--- src/rtl/uart_rx_frame_parser_pkg.sv ---
// Shared definitions for the UART receive frame parser: FSM state encoding
// and the default start-of-frame byte.
package uart_rx_frame_parser_pkg;

  typedef enum logic [2:0] {
    ST_HUNT    = 3'd0,
    ST_LEN     = 3'd1,
    ST_PAYLOAD = 3'd2,
    ST_CSUM    = 3'd3,
    ST_DRAIN   = 3'd4
  } state_t;

  localparam logic [7:0] SYNC_DEFAULT = 8'h7E;

endpackage

--- src/rtl/uart_frame_buf.sv ---
// Payload buffer: 2**AW x 8 register file, one synchronous write port and
// one combinational read port. Contents are deliberately not reset.
module uart_frame_buf
  import uart_rx_frame_parser_pkg::*;
#(
  parameter int AW = 4
) (
  input  logic          clk,
  input  logic          i_we,
  input  logic [AW-1:0] i_waddr,
  input  logic [7:0]    i_wdata,
  input  logic [AW-1:0] i_raddr,
  output logic [7:0]    o_rdata
);

  logic [7:0] r_mem [2**AW];

  always_ff @(posedge clk) begin
    if (i_we) r_mem[i_waddr] <= i_wdata;
  end

  assign o_rdata = r_mem[i_raddr];

endmodule

--- src/rtl/uart_rx_frame_parser.sv ---
// Parses SYNC/LEN/payload/CSUM frames from a UART byte stream and releases
// only checksum-valid payloads on a valid/ready stream with a last marker.
module uart_rx_frame_parser
  import uart_rx_frame_parser_pkg::*;
#(
  parameter int         BUF_AW = 4,
  parameter logic [7:0] SYNC   = SYNC_DEFAULT
) (
  input  logic       clk,
  input  logic       reset,
  input  logic [7:0] rx_byte,
  input  logic       rx_valid,
  output logic [7:0] m_data,
  output logic       m_valid,
  input  logic       m_ready,
  output logic       m_last,
  output logic       frame_ok_tick,
  output logic       frame_err_tick,
  output logic       overrun,
  input  logic       clr_overrun
);

  localparam int         MAX_LEN   = 2**BUF_AW;
  localparam logic [7:0] MAX_LEN_B = 8'(MAX_LEN);

  state_t            r_state, w_state_nx;
  logic [7:0]        r_sum, r_len;
  logic [BUF_AW:0]   r_wcnt;
  logic [BUF_AW-1:0] r_rd_ptr;
  logic              r_ok, r_err, r_ovr;

  logic [7:0] w_rdata, w_len_m1, w_csum_tot;
  logic       w_we, w_ok, w_err, w_drop, w_valid, w_last, w_pay_done;

  assign w_len_m1   = r_len - 8'd1;
  assign w_csum_tot = r_sum + rx_byte;
  assign w_valid    = (r_state == ST_DRAIN);
  assign w_last     = w_valid && ({{(8-BUF_AW){1'b0}}, r_rd_ptr} == w_len_m1);
  assign w_pay_done = ({{(7-BUF_AW){1'b0}}, r_wcnt} == w_len_m1);

  // A SYNC value inside the payload is ordinary data: no resynchronisation.
  always_comb begin
    w_state_nx = r_state;
    w_we       = 1'b0;
    w_ok       = 1'b0;
    w_err      = 1'b0;
    w_drop     = 1'b0;
    case (r_state)
      ST_HUNT: begin
        if (rx_valid && rx_byte == SYNC) w_state_nx = ST_LEN;
      end
      ST_LEN: begin
        if (rx_valid) begin
          if (rx_byte == 8'd0 || rx_byte > MAX_LEN_B) begin
            w_state_nx = ST_HUNT;
            w_err      = 1'b1;
          end else begin
            w_state_nx = ST_PAYLOAD;
          end
        end
      end
      ST_PAYLOAD: begin
        if (rx_valid) begin
          w_we = 1'b1;
          if (w_pay_done) w_state_nx = ST_CSUM;
        end
      end
      ST_CSUM: begin
        if (rx_valid) begin
          if (w_csum_tot == 8'd0) begin
            w_state_nx = ST_DRAIN;
            w_ok       = 1'b1;
          end else begin
            w_state_nx = ST_HUNT;
            w_err      = 1'b1;
          end
        end
      end
      ST_DRAIN: begin
        w_drop = rx_valid;
        if (m_ready && w_last) w_state_nx = ST_HUNT;
      end
      default: w_state_nx = ST_HUNT;
    endcase
  end

  always_ff @(posedge clk or posedge reset) begin
    if (reset) begin
      r_state  <= ST_HUNT;
      r_sum    <= '0;
      r_len    <= '0;
      r_wcnt   <= '0;
      r_rd_ptr <= '0;
      r_ok     <= 1'b0;
      r_err    <= 1'b0;
      r_ovr    <= 1'b0;
    end else begin
      r_state <= w_state_nx;
      r_ok    <= w_ok;
      r_err   <= w_err;
      if (w_drop)           r_ovr <= 1'b1;
      else if (clr_overrun) r_ovr <= 1'b0;
      if (r_state == ST_LEN && w_state_nx == ST_PAYLOAD) begin
        r_len  <= rx_byte;
        r_sum  <= rx_byte;
        r_wcnt <= '0;
      end
      if (w_we) begin
        r_sum  <= r_sum + rx_byte;
        r_wcnt <= r_wcnt + 1'b1;
      end
      if (w_ok)                                r_rd_ptr <= '0;
      else if (w_valid && m_ready && !w_last)  r_rd_ptr <= r_rd_ptr + 1'b1;
    end
  end

  uart_frame_buf #(.AW(BUF_AW)) u_buf (
    .clk     (clk),
    .i_we    (w_we),
    .i_waddr (r_wcnt[BUF_AW-1:0]),
    .i_wdata (rx_byte),
    .i_raddr (r_rd_ptr),
    .o_rdata (w_rdata)
  );

  // Gate the buffer so stale or uninitialised contents never reach m_data.
  assign m_data         = w_valid ? w_rdata : 8'd0;
  assign m_valid        = w_valid;
  assign m_last         = w_last;
  assign frame_ok_tick  = r_ok;
  assign frame_err_tick = r_err;
  assign overrun        = r_ovr;

endmodule
--- config.mk ---
export PLATFORM = sky130hd
export DESIGN_NAME = uart_rx_frame_parser
export DESIGN_NICKNAME = d
export VERILOG_FILES = /design/src/rtl/uart_rx_frame_parser_pkg.sv /design/src/rtl/uart_frame_buf.sv /design/src/rtl/uart_rx_frame_parser.sv
export SDC_FILE = /design/constraint.sdc
export NUM_CORES = 1
export LEC_CHECK = 0
export BUFFER_PORTS_ARGS = -buffer_cell sky130_fd_sc_hd__buf_2
export CORE_MARGIN = 1.5
export CORE_UTILIZATION = 25
export CTS_CLUSTER_DIAMETER = 100
export DETAILED_ROUTE_END_ITERATION = 8
export PLACE_DENSITY_LB_ADDON = 0.05
export SYNTH_ARGS = -nofsm -noshare
export SYNTH_HDL_FRONTEND = slang
export SYNTH_HIERARCHICAL = 1
export SYNTH_SLANG_ARGS = --single-unit
--- constraint.sdc ---
create_clock -name clk -period 3.73 [get_ports clk]
set_input_delay 0.373 -clock clk [delete_from_list [all_inputs] [get_ports clk]]
set_output_delay 0.373 -clock clk [all_outputs]
set_load 0.005 [all_outputs]
==> results.sh <==
export IMPL_rsz0062_at_grt="false"
export IMPL_setup_viol=0
export IMPL_finalNonFillerCells=881
export IMPL_max_slew_worst_pin_slew_ns=0.844
export IMPL_max_vdd_ir_drop_v=0.000283
export IMPL_portBuffers=25
export IMPL_hold_ws_ns=0.130
export IMPL_drv_slew=0
export IMPL_initial_core_util=0.254
export IMPL_dieArea_um2=29100
export IMPL_slew_headroom=0.435
export IMPL_whs_path_depth=2
export IMPL_p_total_mw=3.86
export IMPL_pwr_density_cell_nw_per_um2=464
export IMPL_crit_slowest_cell="mux4_1"
export IMPL_placed_area_um2=7690
export IMPL_drive_above_1_share=0.217
export IMPL_vias_per_cell=4.44
export IMPL_critical_path_top_delay_family="multiplexers"
export IMPL_layout_commonest_cell="edfxtp_1"
export IMPL_tritoncts="built"
export IMPL_cp_startpoint="r_rd_ptr[0]$_DFFE_PP0P_"
export IMPL_num_vias=3915
export IMPL_fillers=2742
export IMPL_grt_pass1_vias=3995
export IMPL_min_path_type="input port to flip-flop"
export IMPL_diodes=0
export IMPL_grt_overflow_total=0
export IMPL_cp_start_kind="flip-flop"
export IMPL_cp_data_required_time_ns=3.36
export IMPL_final_setup_worst_slack_ns=0.734
export IMPL_core_area_um2=27700
export IMPL_critPathMaxFanout=15
export IMPL_r2r_start="r_sum[0]$_DFFE_PP0P_"
export IMPL_grtUsageTotal=0.134
export IMPL_final_hold_viol_count=0
export IMPL_p_leak_nw=2.99
export IMPL_path_cells="buf_12, mux4_1, a22oi_1, nand2_1, and3_1, buf_2"
export IMPL_end_kind="primary output"
export IMPL_max_cap_violations=0
export IMPL_yosys_register_bits=159
export IMPL_synth_nets=465
export IMPL_multi_input_area_um2=2240
export IMPL_syn_area_per_cell_um2=15.9
export IMPL_fin_area_um2=8310
export IMPL_ant_nets=0
export IMPL_ys_types=57
export IMPL_row_count=61
export IMPL_r2r_end="r_rd_ptr[0]$_DFFE_PP0P_"
export IMPL_cp_depth=6
export IMPL_cts_buffers=17
export IMPL_die_y_um=171
export IMPL_post_drt_wl_per_cell_um=20.7
export IMPL_hpwl_um=12200
export IMPL_utilization=0.300
export IMPL_syn_cell_area_um2=7030
export IMPL_seqCellArea_um2=4620
export IMPL_wl_um=18200
export IMPL_outcome="completed"
export IMPL_max_stage_delay_ns=0.65
export IMPL_synth_edf_count=128
export IMPL_drt_first_iter_violations=259
export IMPL_insertion_delay_ns=0.42
export IMPL_route_detailed_drc=0
export IMPL_path_class="flip-flop to primary output"
export IMPL_max_freq_mhz=334
export IMPL_finalSetupTns_ns=0
export IMPL_place_inst=848
export IMPL_grt_start_max_net_pins=33
export IMPL_ys_flop_type="edfxtp_1"
export IMPL_path_buf_inv=2
export IMPL_clkTransAtPathRegs_ns=0.07
export IMPL_areaGrowthSynthToFinish_pct=18.2
export IMPL_grt_pass1_wl_um=27300
export IMPL_r2r_slack_ns=1.02
export IMPL_nets=514
export IMPL_die_w_um=171
export IMPL_min_to="overrun$_DFFE_PP0P_"
export IMPL_skew_ns=0.0142
export IMPL_layout_min_cycle_time_ns=3.00
export IMPL_yosysWarningCount=6
export IMPL_syn_inst=441
export IMPL_crit_arrival_ns=2.62
export IMPL_cts_root_buf="clkbuf_16"
export IMPL_cts_buffer_depth=2
export IMPL_cts_sinks=159
export IMPL_htreeDepth=4
export IMPL_ys_seq_area_frac=0.657
export IMPL_pre_cts_ws_ns=0.833
export IMPL_antenna_found_initial=1
export IMPL_reg2reg_depth=8
export IMPL_hold_start="clr_overrun"
export IMPL_gp_congestion=0.753
export IMPL_async_flop_share=0.195
export IMPL_final_cell_mix="edfxtp_1 (128), dfrtp_1 (30), nand2_1 (28)"
export IMPL_pin_count=26
export IMPL_dr_pass1_iters=7
export IMPL_final_period_utilization=0.803
==> final cells by class <==
| class | count | share of cell area |
|---|---|---|
| clock buffers | 17 | 0.0512 |
| clock inverters | 15 | 0.0224 |
| inverters | 13 | 0.00587 |
| multi-input cells | 252 | 0.269 |
| flip-flops and latches | 159 | 0.556 |
| well taps | 378 | 0.0569 |
| repair buffers | 47 | 0.0382 |
==> per-layer routing <==
metal / share of wire / track usage
met2: 0.47 / 0.212
met1: 0.48 / 0.186
met4: 0.013 / 0.0408
met3: 0.031 / 0.0268
met5: 0 / 0
==> cell usage after synthesis (3+ instances only) <==
cell type	count	area share
nand4_1	4	0.0036
a22oi_1	16	0.017
o221ai_1	3	0.0037
xor2_1	12	0.015
mux2_2	3	0.0048
inv_1	12	0.0064
clkdlybuf4s25_2	3	0.0043
dfrtp_1	31	0.11
clkbuf_1	4	0.0021
nor4_1	3	0.0027
o21ai_0	21	0.015
and2_1	6	0.0053
buf_6	4	0.0064
nor3_1	8	0.0057
buf_2	4	0.0028
mux4_1	14	0.052
edfxtp_1	128	0.55
nand3b_1	3	0.0032
nand3_1	12	0.0085
nor2_1	24	0.013
xnor2_1	7	0.0087
mux4_2	18	0.058
nand2_1	28	0.015
mux2i_1	4	0.0057
and3_1	12	0.011
a21oi_1	9	0.0064
ha_1	10	0.018
==> sequential cells by signal, summed over array words and instances, names as in the netlist <==
register        cells
overrun             1
u_buf/r_mem       128
r_len               8
r_wcnt              5
frame_err_tick      1
r_state             3
r_rd_ptr            4
frame_ok_tick       1
r_sum               8
==> worst max path at each step <==
stage                                              to  slack [ns]
after detailed placement      r_rd_ptr[0]$_DFFE_PP0P_        0.83
after floorplan           u_buf/r_mem[0][0]$_DFFE_PP_        1.33
after global placement           r_state[2]$_DFF_PP0_        0.86
after CTS                                   m_data[1]        0.67
after global routing                        m_data[5]        0.56
final                                       m_data[1]        0.73
==> timing repair <==
action                    4_1_cts  5_1_grt
resized for setup               0        0
hold buffers                    1        0
hold endpoints to repair        6        0
buffers inserted                0        0
==> cells by family after synthesis <==
family	after synthesis	synth area share
buf+inv	30	0.0247
simple gates	118	0.0883
flops	159	0.657
compound gates	64	0.0628
fa+ha+maj	11	0.0206
xor+xnor	20	0.0260
mux	39	0.120
==> power by group <==
group	internal, mW	leakage, nW	switching (mW)
Combinational	0.0411	1.11	0.0912
Sequential	1.92	1.58	0.00903
Clock	0.969	0.297	0.826
No activity file was read; power rests on OpenSTA's default activity.
